`src/rtl/rv32_seq_ctrl.sv`:
```
// rv32_seq_ctrl: multi-cycle fetch/execute/write-back/PC-update sequencer for the RV32E datapath.
// Optional performance counters are enabled by defining RV32_SEQ_PERF_EN.
`default_nettype none

module rv32_seq_ctrl #(
    parameter int FETCH_TIMEOUT = 16,
    parameter int CNT_W         = 32
) (
    input  logic             clk,
    input  logic             rst,
    output logic             ifetch_req,
    input  logic             ifetch_ack,
    input  logic [31:0]      inst_in,
    output logic [31:0]      inst_ir,
    input  logic             halt_inst,
    input  logic             stall,
    output logic             reg_we_en,
    output logic             pc_we,
    output logic             halted,
    output logic             fetch_err,
    output logic [2:0]       state_o,
    output logic [CNT_W-1:0] cycle_cnt,
    output logic [CNT_W-1:0] instret_cnt
);

    typedef enum logic [2:0] {
        S_IDLE  = 3'd0,
        S_FETCH = 3'd1,
        S_EXEC  = 3'd2,
        S_WB    = 3'd3,
        S_PCUP  = 3'd4,
        S_HALT  = 3'd5,
        S_ERR   = 3'd6
    } state_t;

    localparam logic [7:0] TO_LAST = 8'(FETCH_TIMEOUT - 1);
    localparam logic [31:0] NOP_INST = 32'h0000_0013;

    state_t      state_q, state_d;
    logic [31:0] ir_q, ir_d;
    logic [7:0]  to_q, to_d;

    always_ff @(posedge clk) begin
        if (rst) begin
            state_q <= S_IDLE;
            ir_q    <= NOP_INST;
            to_q    <= 8'd0;
        end else begin
            state_q <= state_d;
            ir_q    <= ir_d;
            to_q    <= to_d;
        end
    end

    always_comb begin
        state_d = state_q;
        ir_d    = ir_q;
        to_d    = to_q;
        case (state_q)
            S_IDLE: begin
                state_d = S_FETCH;
                to_d    = 8'd0;
            end
            S_FETCH: begin
                if (ifetch_ack) begin
                    ir_d    = inst_in;
                    to_d    = 8'd0;
                    state_d = S_EXEC;
                end else begin
                    // This cycle is the FETCH_TIMEOUT-th unanswered request.
                    to_d = to_q + 8'd1;
                    if (to_q == TO_LAST) begin
                        state_d = S_ERR;
                    end
                end
            end
            S_EXEC: begin
                if (halt_inst) begin
                    state_d = S_HALT;
                end else if (!stall) begin
                    state_d = S_WB;
                end
            end
            S_WB:   state_d = S_PCUP;
            S_PCUP: begin
                state_d = S_FETCH;
                to_d    = 8'd0;
            end
            S_HALT: state_d = S_HALT;
            S_ERR:  state_d = S_ERR;
            default: state_d = S_IDLE;
        endcase
    end

    assign ifetch_req = (state_q == S_FETCH);
    assign reg_we_en  = (state_q == S_WB);
    assign pc_we      = (state_q == S_PCUP);
    assign halted     = (state_q == S_HALT);
    assign fetch_err  = (state_q == S_ERR);
    assign state_o    = state_q;
    assign inst_ir    = ir_q;

`ifdef RV32_SEQ_PERF_EN
    logic [CNT_W-1:0] cyc_q;
    logic [CNT_W-1:0] ret_q;
    logic             active;

    assign active = (state_q == S_FETCH) || (state_q == S_EXEC) ||
                    (state_q == S_WB)    || (state_q == S_PCUP);

    always_ff @(posedge clk) begin
        if (rst) begin
            cyc_q <= '0;
            ret_q <= '0;
        end else begin
            if (active) begin
                cyc_q <= cyc_q + CNT_W'(1);
            end
            if (state_q == S_PCUP) begin
                ret_q <= ret_q + CNT_W'(1);
            end
        end
    end

    assign cycle_cnt   = cyc_q;
    assign instret_cnt = ret_q;
`else
    assign cycle_cnt   = '0;
    assign instret_cnt = '0;
`endif

endmodule

`default_nettype wire

```
`config.mk`:
```
export PLATFORM = sky130hd
export DESIGN_NAME = rv32_seq_ctrl
export DESIGN_NICKNAME = d
export VERILOG_FILES = /design/src/rtl/rv32_seq_ctrl.sv
export SDC_FILE = /design/constraint.sdc
export NUM_CORES = 1
export LEC_CHECK = 0
export ABC_CLOCK_PERIOD_IN_PS = 1700
export BUFFER_PORTS_ARGS = -buffer_cell sky130_fd_sc_hd__buf_2
export CAP_MARGIN = 10
export CORE_MARGIN = 2
export CORE_UTILIZATION = 43
export DETAILED_ROUTE_END_ITERATION = 10
export PLACE_DENSITY = 0.81
export SYNTH_ARGS = -nofsm -noshare
export SYNTH_HDL_FRONTEND = slang
export SYNTH_SLANG_ARGS = --single-unit
```
`constraint.sdc`:
```
create_clock -name clk -period 1.7 [get_ports clk]
set_input_delay 0.17 -clock clk [delete_from_list [all_inputs] [get_ports clk]]
set_output_delay 0.17 -clock clk [all_outputs]
set_load 0.05 [all_outputs]
```
# After elaboration in Yosys (flattened, before gate mapping)
# Cells that the tools add are included.
[op_classes]
reduce_logical = 5
eq_ne = 9
mux = 7
n_addsub = 1
[op_table]
columns = ["op", "n"]
rows = [
  ["one-hot mux 3 bit (6 select lines)", 1],
  ["one-hot mux 8 bit (2 select lines)", 1],
  ["two-way mux 3 bit", 4],
  ["equality test 3 bit (second input constant)", 3],
  ["adder 8 x 1 -> 8 bit (second input constant)", 1],
  ["equality test 8 x 4 -> 1 bit (second input constant)", 1],
  ["two-way mux 8 bit", 1],
  ["equality test 3 x 2 -> 1 bit (second input constant)", 2],
  ["AND reduction 2 bit", 2],
  ["equality test 3 x 1 -> 1 bit (second input constant)", 1],
  ["zero test 3 bit", 1],
  ["!= test 3 x 1 -> 1 bit (second input constant)", 1],
  ["!= test 3 bit (second input constant)", 1],
  ["nonzero test 2 bit", 1],
  ["OR reduction 2 bit", 1],
]
[word_totals]
reg_bits = 43
out_inout_bits = 104
in_bits = 37
word_cells = 25

# Longest topological paths before layout
# Gate-level depths: netlist of the first run.
[logic_depth]
ltp_word = 4
ltp_mapped = 5
mapped_depth_nobuf = 4

# Worst setup path before layout of the first run
# No wires, ideal clock.
[synth_timing]
kind = "register to register"
from = "register state_q[0], in the netlist state_o[0]"
to = "register state_q[1], in the netlist state_o[1]"
n_path_buf = 1
arrival_ns = 2.420
setup_slack_ns = -0.801
path_stages_with_launch = 5
path_cell_list = "dfxtp_1 -> clkbuf_1 -> nor3b_1 -> a21oi_1 -> nor3_1"
[synth_via]
elab_chain_len = 3
[synth_rtl]
columns = ["item", "line", "source"]
rows = [
  ["start: declaration", "39", "state_t state_q, state_d;"],
  ["start signal: assignment", "49", "state_q <= state_d;"],
  ["equality test 3 x 1 -> 1 bit (*)", "-", ""],
  ["net ifetch_req", "11", "output logic ifetch_req,"],
  ["!= test 3 x 1 -> 1 bit (no line)", "-", ""],
  ["AND reduction 2 bit (no line)", "-", ""],
]
# The timed path passes the listed nets; every way through them passes the cells marked *.
# A chain may end at the register's enable or synchronous reset.

# Worst setup path in the final report of the first run
[layout_timing]
from = "register state_q[2], in the netlist state_o[2]"
to = "register to_q[7]"
[layout_via]
elab_chain_len = 3
[layout_rtl]
columns = ["item", "line", "source"]
rows = [
  ["equality test 3 bit / zero test 3 bit (equally long branches)", "59", "case (state_q)"],
  ["OR reduction 2 bit (no line)", "-", ""],
  ["one-hot mux 8 bit (2 select lines) / nonzero test 2 bit (equally long branches)", "-", ""],
  ["end signal: assignment", "51", "to_q <= to_d;"],
  ["end: declaration", "41", "logic [7:0] to_q, to_d;"],
]
# Parallel ways exist; a longest one is shown, timed or not.

==> metrics, run 1 <==
status=complete, no violations; via count=1886; final clock skew=0.00626 ns; crit start category=flip-flop; crit path capture type=flip-flop; critical path fanouts, max=5; clock tree from TritonCTS=yes; hpwl dp=3.24 mm; initial core utilization=0.440; GRT Total Usage=0.136; Critical Path Source=state_o[2]; Worst-Skew Late Latency=about 0.29 ns; setup TNS=0 ns; drt wl/cell=between 10 and 15 microns; #FFs+latches synth=43; total I/O pin count=141; Die Ht=75.8 microns; crit path kind=reg2reg; r2r worst-path depth=3; fin util=0.517; largest net degree at the start of global routing=28; layout cell share with drive strength beyond 1=0.291; RR Startpoint=state_o[2]; Area Overhead vs Synth=17.4%; peak supply drop=557 uV; Post-synth EDFFs=0; Yosys warning total=0; Leak=roughly 1.2 nW; R2R setup slack=0.08 ns; # clock sinks=43; fin. max-slew vios=0; pwr dens=1030 nW/um^2; fin crit period=1.62 ns; crit share post-route=0.955; Critical Path RT=about 1.9 ns; detail-routed via count per cell=between 4 and 5; synth cell count leaders=nand2_1 (70), buf_4 (64), dfxtp_1 (43); final WL=4.43 mm; H-tree Lvls=2; Reg clk slew, reported paths=0.09 ns; sequential share of the synthesized area=0.388; MaxCap Viol Count=0; Main synth FF type=dfxtp_1; Netlist cell types=36; Final Power=around 2.7 mW; Core ar.=5040 sq um; antenna violations before repair=0; ys async rst share=0; Final ANT Viol Nets=0; # port buffers=76; Die X=~76 microns; Post-DP Area=~2500 sq um; Post-CTS Hold Fix Bufs=0; RD Place Congestion=0.789; highest clock rate=0.616 GHz; post-synthesis cell count=roughly 280; final hold vios=0; cell with the most instances after synthesis=nand2_1; DRT Pass-1 Iters=4; Syn Area/Cell=between 7 and 8 sq um; hold crit path type=in2reg; Yosys top cell by area=dfxtp_1; RSZ-0062 raised after global routing=false; first-pass GRT wire length=6.23 mm; crit path to=to_q[7]; row cnt=26; clk buf depth=2; fill cell count=491; vias in the first global route=between 1000 and 1500; Crit Reg-Reg Endpoint=to_q[7]; diodes inserted=0; initial DRC count=69; total grt overflow=0; Synth Cell Area=2220 sq um; DRC violations left=0; Num CTS Buffers=5; Total Die Area=5750 sq um; setup violators final=0; top cells by area, synth=dfxtp_1 (39%), buf_4 (22%), nand2_1 (12%), a21oi_1 (7.7%), clkbuf_1 (2.7%); Design Area, Final=2610 sq um; # nets final=395; Synth top area share=0.388; crit path DAT=1.84 ns; Root Buffer=clkbuf_8
## routing by layer
metal | wire length (microns) | track usage | up-vias | part of all wire
li1 | - | - | 954 | -
met1 | 1950 | 0.176 | 848 | 0.44
met2 | 2160 | 0.226 | 82 | 0.49
met3 | 298 | 0.0317 | 2 | 0.067
met4 | 27 | 0.0409 | 0 | 0.0061
met5 | 0 | 0 | - | 0
## state kept, by name, summed over array words and instances, names as in the netlist
name / count
to_q: 8
state_o: 3
inst_ir: 32
## cell type report
| type | count | area [sq um] | share of cell area |
|---|---|---|---|
| multi-input cells | 220 | 1080 | 0.415 |
| flip-flops and latches | 43 | 865 | 0.332 |
| inverters | 2 | 7.51 | 0.00288 |
| well taps | 70 | 87.6 | 0.0336 |
| clock buffers | 5 | 68.8 | 0.0264 |
| clock inverters | 3 | 43.8 | 0.0168 |
| repair buffers | 85 | 450 | 0.173 |
## critical path, stage by stage (launching register included)
cell,delay [ns]
dfxtp_2,0.33
or4b_4,0.55
or4_1,0.49
a31oi_1,0.17
## cells by family (layout without fill, tap and decap cells)
group | count (synthesis) | in the layout | share of synthesized area
AO/OA/AOI/OAI | 51 | 51 | 0.134
adder cells (fa/ha/maj) | 1 | 1 | 0.00564
buffers and inverters | 83 | 95 | 0.249
flip-flops | 43 | 43 | 0.388
multiplexers | 2 | 2 | 0.00902
other | 1 | 64 | 0.00169
AND/OR/NAND/NOR | 102 | 102 | 0.213
## layout by cell type, fill, tap and decap left out, drive strengths merged, types with 3 or more instances in the layout
| master | count |
|---|---|
| nand3 | 5 |
| a21oi | 34 |
| nand2 | 70 |
| o211ai | 4 |
| nor2 | 5 |
| nor3 | 3 |
| clkbuf | 6 |
| dfxtp | 43 |
| conb | 64 |
| or4 | 3 |
| buf | 84 |
| nand3b | 3 |
| a31oi | 4 |
## through the flow
step                      std cells  hold WS, ns  setup slack (ns)
after floorplan                 346        0.294           0.00594
after CTS                       428       0.0767            0.0632
after global placement          420        0.388             0.139
final                           428       0.0903            0.0772
after global routing            428        0.109           0.00270
after detailed placement        420        0.385            0.0927
## how the worst min path moves through the flow
| stage | start | to | slack [ns] | depth (start not counted) |
|---|---|---|---|---|
| 2_1_floorplan | inst_in[0] | inst_ir[0] | 0.29 | 2 |
| 4_1_cts | inst_in[0] | inst_ir[0] | 0.08 | 3 |
| 3_3_place_gp | inst_in[1] | inst_ir[1] | 0.39 | 3 |
| 6_report | inst_in[0] | inst_ir[0] | 0.09 | 3 |
| 3_5_place_dp | inst_in[0] | inst_ir[0] | 0.38 | 3 |
| 5_1_grt | inst_in[30] | inst_ir[30] | 0.11 | 3 |
## repair_timing
item,in CTS,in global routing
buffers inserted,0,0
hold endpoints to repair,0,0
endpoints found under the setup margin,0,2
resized for setup,0,3
## power by group
part	total [mW]	switching (mW)	internal, mW	leakage (nW)
Combinational	0.799	0.652	0.147	0.829
Clock	0.793	0.355	0.438	0.0581
Sequential	1.08	0.0241	1.06	0.351
Total	2.67	1.03	1.64	1.24
No activity file was read; power rests on OpenSTA's default activity.
==> inputs of run 2 (changes only) <==
- ABC_AREA: default -> 1
- BUFFER_PORTS_ARGS: -buffer_cell sky130_fd_sc_hd__buf_2 -> default
- CORE_UTILIZATION: 43 -> 60
- DONT_BUFFER_PORTS: default -> 1
- GPL_TIMING_DRIVEN: default -> 0
- PLACE_DENSITY: 0.81 -> 0.76
==> metrics, run 2 <==
status=complete, no violations; max reg flops=32; largest net degree at the start of global routing=14; via count=between 1500 and 2000; Final Power=3.50 mW; Yosys warning total=0; Syn Area/Cell=7.42 sq um; setup violators final=0; pwr dens=1250 nW/um^2; RSZ-0062 raised after global routing=true; Worst Tran Pin Value=0.535 ns; Main synth FF type=dfxtp_1; hold path start=inst_in[7]; most common cell after layout, fill and taps aside=nor2_1; post-CTS setup repair buffer count=0; clk buf depth=2; Hold Path Depth=2; Yosys top cell by area=dfxtp_1; crit path kind=reg2out; # nets final=421; Synth top area share=0.376; hold endpoint=inst_ir[7]; critical path fanouts, max=6; layout cell share with drive strength beyond 1=0.240; #FFs+latches synth=43; # port buffers=0; Num CTS Buffers=5; fill cell count=305; number of instances in the placed design=420; multi-input logic area=~1000 sq um; drt wl/cell=11.1 microns; Critical Path RT=1.53 ns; first-pass GRT wire length=6.99 mm; Core ar.=3660 sq um; CP top delay family=simple AND/OR/NAND/NOR gates; worst slew margin relative to its limit=0.642; non-filler cells, final=432; initial core utilization=0.626; Crit-path slowest cell=nor3_4; top cells by area, synth=dfxtp_1 (38%), buf_4 (21%), nor2_1 (12%), o21ai_0 (7.6%), nand2_1 (5.1%); M2 GR Usage=0.355; initial DRC count=104; total I/O pin count=~140; DRT Pass-1 Iters=4; Worst-Skew Late Latency=approximately 0.29 ns; crit share post-route=0.974; Root Buffer=clkbuf_8; Post-synth EDFFs=0; crit path capture type=output port; row cnt=22; crit-path max cell delay=about 0.52 ns; DRC violations left=0; hold crit path type=in2reg; Netlist cell types=23; hpwl dp=3.44 mm; MaxCap Viol Count=0; Die X=65.8 microns; detail-routed via count per cell=approximately 4.5; final clock skew=0.00524 ns; vias in the first global route=1611; WP depth=2; sequential share of the synthesized area=0.376; fin util=0.765; ys async rst share=0; peak supply drop=roughly 840 uV; fin. max-slew vios=0; Reg clk slew, reported paths=0.08 ns; critical path, cell by cell=inv_1, nor3_4; RD Place Congestion=about 0.82; fin crit period=~1.7 ns; r2r worst-path depth=8; Setup WS pre-CTS=-0.223 ns; # clock sinks=43; total grt overflow=0; crit start category=flip-flop; synth cell count leaders=nor2_1 (72), buf_4 (64), dfxtp_1 (43); R2R setup slack=~0.20 ns; RR Startpoint=state_o[2]; GR peak layer=met2; Area Overhead vs Synth=22.1%; setup TNS=0 ns; antenna violations before repair=0; GRT Total Usage=0.211; crit path DAT=1.49 ns; Die Ht=65.8 microns; Buf/Inv on CP=1; final WL=4.77 mm; Final ANT Viol Nets=0; cell with the most instances after synthesis=nor2_1; H-tree Lvls=2; Leak=1.44 nW; highest clock rate=0.604 GHz; Crit Reg-Reg Endpoint=inst_ir[23]; final hold vios=0; Synth Cell Area=2290 sq um; sequential cell area=872 sq um; commonest cells after routing, fill and taps aside=nor2_1 (72), buf_4 (64), conb_1 (64), dfxtp_1 (40), o21ai_0 (35); grt met3 use=0.0716; final setup margin=0.0437 ns; met1 Usage GRT=0.239; post-synthesis cell count=309; clock tree from TritonCTS=yes; Total Die Area=4330 sq um; diodes inserted=0
[run 2: repair_timing]
item                                    CTS  global route
cloned                                    0             0
pin swaps                                 0             2
endpoints found under the hold margin     7             1
endpoints found under the setup margin   20             4
resized for setup                         5             4
hold buffers                              3             1
[run 2: layer usage]
| metal | wire, microns | vias up |
|---|---|---|
| met5 | 0 | - |
| met4 | 75 | 0 |
| met3 | 565 | 9 |
| met2 | 2430 | 101 |
| met1 | 1700 | 840 |
| li1 | - | 989 |
[run 2: stage by stage]
stage	hold WS, ns	instance area [sq um]
floorplan	0.239	2540
global placement	0.242	2600
detailed placement	0.244	2600
CTS	0.00193	2780
global route	0.000671	2800
finish	0.00240	2800
[run 2: worst max path at each step]
| stage | startpoint | to | slack, ns |
|---|---|---|---|
| 2_1_floorplan | state_o[0] | reg_we_en | -0.12 |
| 3_3_place_gp | state_o[0] | reg_we_en | -0.23 |
| 3_5_place_dp | state_o[0] | reg_we_en | -0.22 |
| 4_1_cts | state_o[0] | reg_we_en | -0.11 |
| 5_1_grt | state_o[0] | reg_we_en | 0.0007 |
| 6_report | state_o[0] | reg_we_en | 0.04 |
[run 2: logic make-up (layout without fill, tap and decap cells)]
kind of cell / after synthesis / count (layout) / share of synthesized area
DFF: 43 / 43 / 0.376
buffers and inverters: 92 / 104 / 0.280
and+or+nand+nor: 126 / 126 / 0.235
adders and majority gates: 1 / 1 / 0.00546
AOI/OAI and AO/OA: 46 / 46 / 0.102
other: 1 / 64 / 0.00164
[run 2: cell type report]
class                   instances  share of cell area
multi-input cells             237               0.375
flip-flops and latches         43               0.312
plain buffers                  75               0.206
clock buffers                   6              0.0259
inverters                      17              0.0250
clock inverters                 2              0.0215
well taps                      48              0.0215
repair buffers                  4              0.0143
[run 2: power by group]
group | internal [mW] | switching, mW
Combinational | 0.267 | 0.647
Clock | 0.587 | 0.346
Sequential | 1.14 | 0.514
Total | 1.99 | 1.51
[run 2: worst register-to-register path, delay by kind of cell, from the launching register on]
family	cells	cell delay (ns)
flip-flops	1	0.41
buffers and inverters	4	0.48
AND/OR/NAND/NOR	4	0.53
==> inputs of run 3 (changes only) <==
- REMOVE_ABC_BUFFERS: default -> 1
- SETUP_SLACK_MARGIN: default -> 0.05
==> metrics, run 3 (same netlist as run 2, synthesis figures left out) <==
via count=1689; Die Ht=about 66 microns; H-tree Lvls=2; pwr dens=1390 nW/um^2; worst slew margin relative to its limit=0.391; Worst-Skew Late Latency=0.29 ns; Critical Path RT=1.53 ns; vias in the first global route=1464; detail-routed via count per cell=~4.7; GRT Total Usage=0.196; antenna violations before repair=0; setup violators final=0; Num CTS Buffers=5; drt wl/cell=11.8 microns; RD Place Congestion=~0.86; crit start category=flip-flop; DRT Pass-1 Iters=4; hold crit path type=in2reg; Worst Tran Pin Value=0.912 ns; Reg clk slew, reported paths=about 0.08 ns; clock tree from TritonCTS=yes; total grt overflow=0; Leak=1.04 nW; Core ar.=3660 sq um; Setup WS pre-CTS=-0.243 ns; crit share post-route=0.911; initial DRC count=81; layout cell share with drive strength beyond 1=0.0801; Root Buffer=clkbuf_8; fin util=0.596; # clock sinks=43; crit path DAT=1.38 ns; critical path fanouts, max=8; critical path, cell by cell=inv_2, nand3_4, clkinvlp_4; clk buf depth=2; fin crit period=around 1.5 ns; Final ANT Viol Nets=0; most common cell after layout, fill and taps aside=nor2_1; total I/O pin count=141; row cnt=22; crit-path max cell delay=~0.49 ns; Die X=around 66 microns; first-pass GRT wire length=6.42 mm; Crit-path slowest cell=dfxtp_4; commonest cells after routing, fill and taps aside=nor2_1 (72), conb_1 (64), dfxtp_1 (40), o21ai_0 (35), nand2_1 (31); crit path capture type=output port; initial core utilization=0.626; Post-DP Area=approximately 2000 sq um; highest clock rate=between 0.6 and 0.7 GHz; largest net degree at the start of global routing=39; status=complete, no violations; MaxCap Viol Count=0; RSZ-0062 raised after global routing=false; fin. max-slew vios=0; # nets final=350; max reg flops=32; DRC violations left=0; diodes inserted=0; final WL=4.24 mm; crit path kind=reg2out; Area Overhead vs Synth=-4.80%; # port buffers=0; final hold vios=0; final clock skew=0.00647 ns; Total Die Area=4330 sq um; Design Area, Final=2180 sq um; peak supply drop=approximately 850 uV; hpwl dp=2.84 mm; final setup margin=0.151 ns
==> run 3: cell count changes in the layout (fill, tap and decap cells not counted), moves of 2 or more <==
cell	delta
bufinv_16	-2
nor3_1	+2
dlygate4sd3_1	-3
nor3_4	-2
buf_6	-7
buf_4	-58
clkbuf_1	-4
==> run 3: final cells by class <==
cell class | instances | area, sq um
Clock buffer | 6 | 82.6
Sequential cell | 43 | 872
Inverter | 17 | 70.1
Tap cell | 48 | 60.1
Timing Repair Buffer | 7 | 55.1
Fill cell | 374 | 1480
Clock inverter | 1 | 5.00
Multi-Input combinational cell | 238 | 1040
==> run 3: final timing paths <==
| check | depth (start not counted) | to | slack (ns) | startpoint |
|---|---|---|---|---|
| worst min-delay path | 2 | inst_ir[4] | 0.01 | inst_in[4] |
| worst min register to register | 2 | to_q[3] | 0.49 | to_q[3] |
| worst max register to register | 5 | inst_ir[8] | 0.25 | state_o[1] |
| worst max-delay path | 3 | ifetch_req | 0.15 | state_o[1] |
==> run 3: repair_timing <==
item,4_1_cts,5_1_grt
setup endpoints to repair,46,12
endpoints found under the hold margin,5,0
gates resized for setup,7,0
setup buffers,0,4
cloned,1,0
pin swaps,1,1
hold buffers,1,0
==> run 3: per-layer routing <==
| layer | global-route usage | vias up | wire length [microns] |
|---|---|---|---|
| met1 | 0.225 | 756 | 1710 |
| met3 | 0.0733 | 4 | 428 |
| met2 | 0.331 | 79 | 2040 |
| met5 | 0 | - | 0 |
| li1 | - | 850 | - |
| met4 | 0.0729 | 0 | 59 |
==> run 3: where the power goes <==
group          switching, mW  total [mW]  internal, mW  leakage [nW]
Sequential             0.512        1.65          1.14         0.353
Combinational          0.615       0.750         0.135         0.639
Clock                  0.322       0.641         0.319        0.0470
==> run 3: per-stage QoR <==
stage / total power [mW] / cells / hold slack [ns] / TNS, ns
after detailed placement: 2.37 / 347 / 0.243 / -6.80
after CTS: 3.04 / 356 / 0.00405 / 0
after floorplan: 2.26 / 297 / 0.239 / -0.950
after global placement: 2.35 / 345 / 0.241 / -6.66
after global routing: 3.17 / 360 / 0.00638 / 0
final: 3.04 / 360 / 0.00959 / 0
==> run 3: worst max-delay path, delay by kind of cell, from the launching register on <==
kind	cells	cell delay, ns
AND/OR/NAND/NOR	1	0.19
buffers and inverters	2	0.40
flip-flops	1	0.49
